==> config.mk <==
export PLATFORM = sky130hd
export DESIGN_NAME = loop_ctrl
export DESIGN_NICKNAME = d
export VERILOG_FILES = /design/src/rtl/loop_ctrl.sv
export SDC_FILE = /design/constraint.sdc
export NUM_CORES = 1
export LEC_CHECK = 0
export ABC_AREA = 1
export CAP_MARGIN = 40
export CELL_PAD_IN_SITES_DETAIL_PLACEMENT = 0
export CELL_PAD_IN_SITES_GLOBAL_PLACEMENT = 1
export CORE_ASPECT_RATIO = 0.9
export CORE_UTILIZATION = 32
export CTS_CLUSTER_DIAMETER = 120
export DETAILED_ROUTE_END_ITERATION = 6
export HOLD_SLACK_MARGIN = 0.15
export PLACE_DENSITY_LB_ADDON = 0.1
export SLEW_MARGIN = 10
export SYNTH_ARGS = -nofsm -noshare
export SYNTH_HDL_FRONTEND = slang
export SYNTH_SLANG_ARGS = --single-unit
==> constraint.sdc <==
create_clock -name clk -period 4.2 [get_ports clk]
set_input_delay 0.42 -clock clk [delete_from_list [all_inputs] [get_ports clk]]
set_output_delay 0.42 -clock clk [all_outputs]
set_load 0.005 [all_outputs]
==> src/rtl/loop_ctrl.sv <==
// loop_ctrl: bracket-loop sequencer driving the return-address stack and PC redirects.
// Define LOOP_CTRL_STATS_EN to build the loop_iters jump counter (otherwise tied to 0).
module loop_ctrl #(
  parameter int ADDR_W      = 16,
  parameter int STACK_DEPTH = 16,
  parameter int NEST_W      = 8
) (
  input  logic              clk,
  input  logic              rst,
  input  logic              op_valid,
  input  logic              op_open,
  input  logic              cell_zero,
  input  logic [ADDR_W-1:0] op_pc,
  output logic              op_ready,
  output logic              skip_active,
  input  logic              skip_valid,
  input  logic              skip_open,
  input  logic              skip_close,
  input  logic [ADDR_W-1:0] skip_pc,
  output logic              pc_load,
  output logic [ADDR_W-1:0] pc_next,
  output logic [ADDR_W-1:0] stk_pushd,
  output logic              stk_push_en,
  output logic              stk_pop_en,
  input  logic [ADDR_W-1:0] stk_top,
  output logic              error,
  output logic [31:0]       loop_iters
);

  localparam int OCC_W = $clog2(STACK_DEPTH + 1);
  localparam logic [OCC_W-1:0]  OCC_MAX  = OCC_W'(STACK_DEPTH);
  localparam logic [NEST_W-1:0] NEST_MAX = '1;
  localparam logic [NEST_W-1:0] NEST_ONE = NEST_W'(1);

  typedef enum logic [2:0] {
    S_IDLE,
    S_PUSH,
    S_SKIP,
    S_JUMP,
    S_POP,
    S_ERR
  } state_t;

  state_t            state_q;
  state_t            state_d;
  logic [OCC_W-1:0]  occ_q;
  logic [OCC_W-1:0]  occ_d;
  logic [NEST_W-1:0] nest_q;
  logic [NEST_W-1:0] nest_d;

  logic              op_ready_d;
  logic              skip_d;
  logic              error_d;
  logic              pc_load_d;
  logic [ADDR_W-1:0] pc_next_d;
  logic [ADDR_W-1:0] pushd_d;
  logic              push_d;
  logic              pop_d;
  logic              fault;

  always_comb begin
    state_d    = state_q;
    occ_d      = occ_q;
    nest_d     = nest_q;
    op_ready_d = op_ready;
    skip_d     = skip_active;
    error_d    = error;
    pc_load_d  = 1'b0;
    pc_next_d  = pc_next;
    pushd_d    = stk_pushd;
    push_d     = 1'b0;
    pop_d      = 1'b0;
    fault      = 1'b0;

    unique case (state_q)
      S_IDLE: begin
        op_ready_d = 1'b1;
        if (op_valid && op_ready) begin
          op_ready_d = 1'b0;
          unique case (1'b1)
            op_open && !cell_zero: begin
              if (occ_q < OCC_MAX) begin
                push_d  = 1'b1;
                pushd_d = op_pc;
                occ_d   = occ_q + OCC_W'(1);
                state_d = S_PUSH;
              end else begin
                fault = 1'b1;
              end
            end
            op_open && cell_zero: begin
              nest_d  = NEST_ONE;
              skip_d  = 1'b1;
              state_d = S_SKIP;
            end
            !op_open && !cell_zero: begin
              if (occ_q != '0) begin
                pc_load_d = 1'b1;
                pc_next_d = stk_top + ADDR_W'(1);
                state_d   = S_JUMP;
              end else begin
                fault = 1'b1;
              end
            end
            default: begin
              if (occ_q != '0) begin
                pop_d   = 1'b1;
                occ_d   = occ_q - OCC_W'(1);
                state_d = S_POP;
              end else begin
                fault = 1'b1;
              end
            end
          endcase
        end
      end

      S_PUSH, S_JUMP, S_POP: begin
        op_ready_d = 1'b1;
        state_d    = S_IDLE;
      end

      S_SKIP: begin
        if (skip_valid) begin
          unique case (1'b1)
            skip_open && !skip_close: begin
              if (nest_q == NEST_MAX) begin
                fault = 1'b1;
              end else begin
                nest_d = nest_q + NEST_ONE;
              end
            end
            skip_close && !skip_open: begin
              if (nest_q > NEST_ONE) begin
                nest_d = nest_q - NEST_ONE;
              end else begin
                pc_load_d  = 1'b1;
                pc_next_d  = skip_pc + ADDR_W'(1);
                skip_d     = 1'b0;
                nest_d     = '0;
                op_ready_d = 1'b1;
                state_d    = S_IDLE;
              end
            end
            // both brackets at once is malformed input: hold
            default: ;
          endcase
        end
      end

      S_ERR: begin
        op_ready_d = 1'b0;
        skip_d     = 1'b0;
        error_d    = 1'b1;
      end

      default: fault = 1'b1;
    endcase

    if (fault) begin
      state_d    = S_ERR;
      error_d    = 1'b1;
      op_ready_d = 1'b0;
      skip_d     = 1'b0;
    end
  end

  always_ff @(posedge clk or negedge rst) begin
    if (!rst) begin
      state_q     <= S_IDLE;
      occ_q       <= '0;
      nest_q      <= '0;
      op_ready    <= 1'b0;
      skip_active <= 1'b0;
      error       <= 1'b0;
      pc_load     <= 1'b0;
      pc_next     <= '0;
      stk_pushd   <= '0;
      stk_push_en <= 1'b0;
      stk_pop_en  <= 1'b0;
    end else begin
      state_q     <= state_d;
      occ_q       <= occ_d;
      nest_q      <= nest_d;
      op_ready    <= op_ready_d;
      skip_active <= skip_d;
      error       <= error_d;
      pc_load     <= pc_load_d;
      pc_next     <= pc_next_d;
      stk_pushd   <= pushd_d;
      stk_push_en <= push_d;
      stk_pop_en  <= pop_d;
    end
  end

`ifdef LOOP_CTRL_STATS_EN
  // JUMP is only ever entered on a successful back-jump
  always_ff @(posedge clk or negedge rst) begin
    if (!rst) begin
      loop_iters <= '0;
    end else if (state_q == S_JUMP) begin
      loop_iters <= loop_iters + 32'd1;
    end
  end
`else
  assign loop_iters = '0;
`endif

endmodule

==> reports/qor.json, run 1 <==
{
  "setup_path": {
    "timing.critical_path.to_type": "flop",
    "cpPeakStageDelay_ns": 0.67,
    "crit_path_max_fanout": 16,
    "regToRegEndpoint": "pc_next[12]",
    "r2r-start": "state_q[1]",
    "criticalPathCategory": "in -> reg",
    "cpMaxStageDelayCell": "nor3_4",
    "critical_path.cell_chain": "clkdlybuf4s50_1 > inv_1 > ha_1 > inv_1 > nor3_4 > mux2_2",
    "rrSetupSlack_ns": 1.84,
    "cpMostUsedCell": "inv_1",
    "critical_path_arrival_ns": 2.60,
    "required_time_worst_endpoint_ns": 4.38,
    "rr_worst_depth": 12,
    "start_kind": "input pin"
  },
  "global_route": {
    "via_count_of_the_first_global_routing_pass": 3523,
    "groute.usage.overall_pct": 16.57,
    "antenna_found_initial": 0,
    "grt_pass1_wl_mm": 16.75,
    "congestion_overflow_gr": 0,
    "grt_start_max_net_pins": 55
  },
  "clocking": {
    "clockBufferDepth": 2,
    "ctsHoldBuffers": 0,
    "tritoncts": "built",
    "tritoncts.num_buffers": 5,
    "postCtsResizedCells": 0,
    "h-tree-depth": 2,
    "clk_transition_reported_paths_ns": 0.07,
    "sinks_on_the_clock_net": 54,
    "postCtsSetupBuffers": 0,
    "clock_insertion_delay_worst_skew_ns": 0.30,
    "root_buffer": "clkbuf_16"
  },
  "timing": {
    "max-slew-margin-rel_pct": 48.47,
    "final_critical_path_setup_slack_ns": 1.787,
    "fin_crit_ns": 2.413,
    "hold_viol": 0,
    "max_clock_freq_ghz": 0.4145,
    "grt_setup_unrepaired": "no",
    "worst-slew-pin-transition_ns": 0.7704,
    "fin_hold_ws_ns": 0.2558,
    "post-route-period-util_pct": 57.44,
    "clock-skew-final_ns": 0.007106,
    "setup-violations-final": 0,
    "drv_slew": 0,
    "fin_tns_setup_ns": 0
  },
  "routing": {
    "final_antenna_net_count": 0,
    "dr.first_iter.drc_count": 241,
    "routed-via-count": 3578,
    "detail_route.wl_per_cell_um": 12.89,
    "drt-vias-per-instance": 4.570,
    "wl_mm": 10.09,
    "first_pass_iters": 4,
    "detail_route.drc_violations": 0
  },
  "final_layout": {
    "layout-area-overhead-vs-synth_pct": 28.41,
    "multiInputGateArea_mm2": 0.002115,
    "n_diodes": 0,
    "sequential_cell_area_mm2": 0.001351,
    "num-nets-final": 699,
    "post_route_cells_drive_above_1_share_pct": 6.699,
    "fillerInstances": 1187,
    "fin_util_pct": 42.95
  },
  "run_status": {
    "result_of_the_run": "completed"
  },
  "pwr": {
    "p_total_mw": 1.120,
    "power.density_mw_per_mm2": 223.5,
    "ir_worst_vdd_mv": 0.1254,
    "power.static_leakage_nw": 2.522
  },
  "synth": {
    "yosys-top-cells-count": "157 x nand2_1, 57 x inv_1, 54 x dfrtp_1",
    "synthArstFlopShare_pct": 100.0,
    "yosys_register_bits": 54,
    "syn_area_mm2": 0.003902,
    "yosys_top_cell_by_area": "dfrtp_1",
    "synth_area_leaders": "dfrtp_1 35%, nand2_1 15%, buf_4 6.5%",
    "synth_cell_types": 39,
    "postSynth.topFlopCell": "dfrtp_1",
    "synth_top_area_share_pct": 34.63,
    "synth_edf_count": 0,
    "synth_most_common_cell": "nand2_1",
    "ys_seq_area_share_pct": 34.63,
    "mean_instance_size_in_the_synthesized_netlist_um2": 7.267,
    "syn-instance-count": 537,
    "synth_warnings": 0
  },
  "floorplanning": {
    "die_width_um": 118.4,
    "placementRows": 37,
    "pin_count": 126,
    "initial_utilization_pct": 33.45,
    "die_area_mm2": 0.01264,
    "floorplan.die.height_um": 106.8,
    "placeableCoreArea_mm2": 0.01167
  },
  "placed_design": {
    "io_port_bufs": 93,
    "post-dp-hpwl_mm": 7.662,
    "place_worst_setup_slack_ns": 1.400,
    "gp_congestion": 0.8562
  },
  "min_path": {
    "hp-class": "in -> async"
  },
  "run": {
    "max-cap-violations": 0
  }
}
[where the power goes]
group / internal [mW] / total, mW / switching, mW
Clock: 0.218 / 0.422 / 0.203
Combinational: 0.0782 / 0.166 / 0.0874
Sequential: 0.525 / 0.533 / 0.00767
Total: 0.822 / 1.12 / 0.298
[state kept, by name, summed over array words and instances, names as in the netlist]
register / cells
stk_push_en: 1
pc_load: 1
stk_pop_en: 1
pc_next: 16
nest_q: 8
skip_active: 1
op_ready: 1
stk_pushd: 16
occ_q: 5
error: 1
state_q: 3
[layout by cell type, fill, tap and decap left out, types with 2 or more instances in the layout]
master,count
nand2_1,157
clkdlybuf4s50_1,92
inv_1,57
dfrtp_1,54
nand3_1,47
nor2_1,41
conb_1,32
o21ai_0,18
ha_1,15
mux2_1,10
o21ai_1,10
nand3b_1,9
a21oi_1,8
inv_2,7
nand4_1,7
nor2_2,6
xor2_1,6
mux2_2,6
clkbuf_16,6
nor3_1,5
nand2_2,4
xnor2_1,4
nand3_2,3
a31oi_1,3
nor2_4,2
o22ai_1,2
o31ai_1,2
clkinvlp_4,2
buf_4,2
[layer usage]
metal,vias to the layer above,track usage [%],wire (µm)
li1,1822,-,-
met1,1635,21.16,4882
met2,109,26.89,4322
met3,12,5.426,775
met4,0,4.430,110
met5,-,0,0
[worst max-delay path, delay by kind of cell]
family                     cells  cell delay [ns]
buffers and inverters          3             0.77
muxes                          1             0.41
and+or+nand+nor                1             0.67
adders and majority gates      1             0.32
[how the worst max path moves through the flow]
stage	startpoint	endpoint	slack, ns	depth (start not counted)
CTS	state_q[1]	pc_next[4]	1.42	7
detailed placement	cell_zero	stk_pushd[2]	1.40	6
floorplan	cell_zero	stk_pushd[10]	2.35	6
global placement	cell_zero	stk_pushd[2]	1.44	6
finish	cell_zero	stk_pushd[2]	1.79	6
global route	cell_zero	stk_pushd[2]	1.58	6
[cell families after synthesis]
group / Yosys count / share of synthesized area [%]
flops: 54 / 34.63
simple gates: 285 / 32.51
other cells: 1 / 0.09609
buf+inv: 109 / 14.17
xor+xnor: 10 / 2.244
mux: 16 / 4.617
compound gates: 46 / 6.413
fa+ha+maj: 16 / 5.322
[layout make-up]
| class | count | area share [%] |
|---|---|---|
| clock inverters | 2 | 0.2996 |
| repair buffers | 96 | 19.28 |
| multi-input cells | 405 | 42.20 |
| well taps | 156 | 3.895 |
| clock buffers | 5 | 2.497 |
| inverters | 65 | 4.869 |
| flip-flops and latches | 54 | 26.97 |
[stage by stage]
stage	cell area [µm²]	cells
global route	5011	783
floorplan	4019	568
global placement	4846	775
finish	5011	783
CTS	4986	782
detailed placement	4846	775
Note: power is estimated with default switching activity, not from simulation.
==> run 2: changes to the inputs <==
--- a/config.mk
+++ b/config.mk
@@ -10,7 +10,7 @@
 export CELL_PAD_IN_SITES_DETAIL_PLACEMENT = 0
 export CELL_PAD_IN_SITES_GLOBAL_PLACEMENT = 1
 export CORE_ASPECT_RATIO = 0.9
-export CORE_UTILIZATION = 32
+export CORE_UTILIZATION = 30
 export CTS_CLUSTER_DIAMETER = 120
 export DETAILED_ROUTE_END_ITERATION = 6
 export HOLD_SLACK_MARGIN = 0.15
==> constraint.sdc (replaced) <==
create_clock -name clk -period 2.2 [get_ports clk]
set_input_delay 0.22 -clock clk [delete_from_list [all_inputs] [get_ports clk]]
set_output_delay 0.22 -clock clk [all_outputs]
set_load 0.005 [all_outputs]
==> reports/qor.json, run 2 (same netlist as run 1, synthesis figures left out) <==
{
  "routing": {
    "drt-vias-per-instance": 4.478,
    "routed-via-count": 3614,
    "first_pass_iters": 6,
    "wl_mm": 10.55,
    "final_antenna_net_count": 0,
    "dr.first_iter.drc_count": 155,
    "detail_route.drc_violations": 0,
    "detail_route.wl_per_cell_um": 13.07
  },
  "final_layout": {
    "num-nets-final": 714,
    "finalNonFillerCells": 807,
    "layout-area-overhead-vs-synth_pct": 33.92,
    "post_route_cells_drive_above_1_share_pct": 8.865,
    "largest_registers": "pc_next (16), stk_pushd (16), nest_q (8)",
    "final_common_cell": "nand2_1",
    "most-common-layout-cells": "157 x nand2_1, 92 x clkdlybuf4s50_1, 57 x inv_1, 54 x dfrtp_1, 47 x nand3_1",
    "n_diodes": 0,
    "final_cell_area_mm2": 0.005226
  },
  "floorplanning": {
    "pin_count": 126,
    "floorplan.die.height_um": 110.2,
    "placeableCoreArea_mm2": 0.01269,
    "die_area_mm2": 0.01347,
    "die_width_um": 122.2,
    "initial_utilization_pct": 30.76,
    "placementRows": 39
  },
  "timing": {
    "fin_crit_ns": 1.988,
    "setup-violations-final": 0,
    "clock-skew-final_ns": 0.005633,
    "max_clock_freq_ghz": 0.5031,
    "grt_setup_unrepaired": "no",
    "post-route-period-util_pct": 90.35,
    "fin_tns_setup_ns": 0,
    "drv_slew": 0,
    "hold_viol": 0
  },
  "clocking": {
    "clk_transition_reported_paths_ns": 0.08,
    "sinks_on_the_clock_net": 54,
    "h-tree-depth": 2,
    "tritoncts": "built",
    "root_buffer": "clkbuf_16",
    "clock_insertion_delay_worst_skew_ns": 0.31,
    "clockBufferDepth": 2,
    "tritoncts.num_buffers": 5
  },
  "pwr": {
    "power.density_mw_per_mm2": 442.9,
    "power.static_leakage_nw": 2.635,
    "ir_worst_vdd_mv": 0.2955
  },
  "setup_path": {
    "rrSetupSlack_ns": 0.21,
    "r2r-start": "state_q[1]",
    "rr_worst_depth": 11,
    "critical_path_arrival_ns": 2.19,
    "criticalPathCategory": "reg -> reg",
    "start_kind": "flop",
    "required_time_worst_endpoint_ns": 2.40,
    "regToRegEndpoint": "pc_next[12]",
    "crit_path_max_fanout": 23,
    "timing.critical_path.to_type": "flop"
  },
  "global_route": {
    "grt_pass1_wl_mm": 17.22,
    "antenna_found_initial": 0,
    "congestion_overflow_gr": 0,
    "via_count_of_the_first_global_routing_pass": 3508,
    "groute.usage.overall_pct": 16.60,
    "grt_start_max_net_pins": 35
  },
  "run_status": {
    "result_of_the_run": "completed"
  },
  "placed_design": {
    "gp_congestion": 0.8672,
    "numPlacedInstances": 795,
    "detailed_place.area_mm2": 0.005021,
    "post-dp-hpwl_mm": 8.257,
    "io_port_bufs": 93
  },
  "min_path": {
    "hp-class": "in -> async"
  },
  "run": {
    "max-cap-violations": 0
  }
}
-- run 2: where the power goes --
part	internal, mW	switching (mW)
registers	1.00	0.0147
logic	0.160	0.173
clock network	0.545	0.420
total	1.71	0.608
-- run 2: worst max-delay path, cell delays in order (launching register included) --
cell and delay [ns]:
dfrtp_1 0.50, buf_12 0.21, nand3_1 0.08, nand2_1 0.13, ha_1 0.20, nand2_1 0.09
nor2_1 0.30, nand3_1 0.12, nand2_1 0.07, nand2_1 0.07, nand2_1 0.06, nand2_1 0.05
-- run 2: layer usage --
| metal | wire [µm] | track usage [%] | share of wire (%) |
|---|---|---|---|
| met1 | 4955 | 21.99 | 47 |
| met5 | 0 | 0 | 0 |
| met2 | 4614 | 25.56 | 44 |
| met4 | 137 | 5.575 | 1.3 |
| met3 | 843 | 5.144 | 8.0 |
-- run 2: metrics by stage --
step	setup slack, ns	hold slack, ns	power [mW]	utilization, %
final	0.2123	0.3503	2.315	41.19
after global routing	0.02144	0.3925	2.433	41.19
after CTS	0.1276	0.3675	2.357	41.02
after detailed placement	0.01998	0.1545	1.371	39.58
after global placement	0.05855	0.1504	1.368	39.58
after floorplan	0.4447	-0.07559	1.233	-
-- run 2: worst max path at each step --
stage / start / endpoint / slack [ns] / cells past startpoint
5_1_grt: state_q[1] / pc_next[12] / 0.02 / 11
3_5_place_dp: op_open / stk_pushd[9] / 0.02 / 7
4_1_cts: state_q[2] / skip_active / 0.13 / 11
2_1_floorplan: state_q[2] / pc_next[14] / 0.44 / 12
3_3_place_gp: op_open / stk_pushd[15] / 0.06 / 7
6_report: state_q[1] / pc_next[12] / 0.21 / 11
-- run 2: what timing repair did --
| item | in CTS | in global routing |
|---|---|---|
| setup buffers | 0 | 3 |
| endpoints found under the setup margin | 0 | 6 |
| endpoints found under the hold margin | 10 | 0 |
| resized for setup | 0 | 0 |
| hold buffers | 1 | 0 |
-- run 2: cell type report --
type,count,area (µm²)
repair buffers,111,1139
clock inverters,3,47.55
clock buffers,5,125.1
fillers,1315,7461
well taps,164,205.2
flip-flops and latches,54,1351
multi-input cells,405,2115
inverters,65,244.0
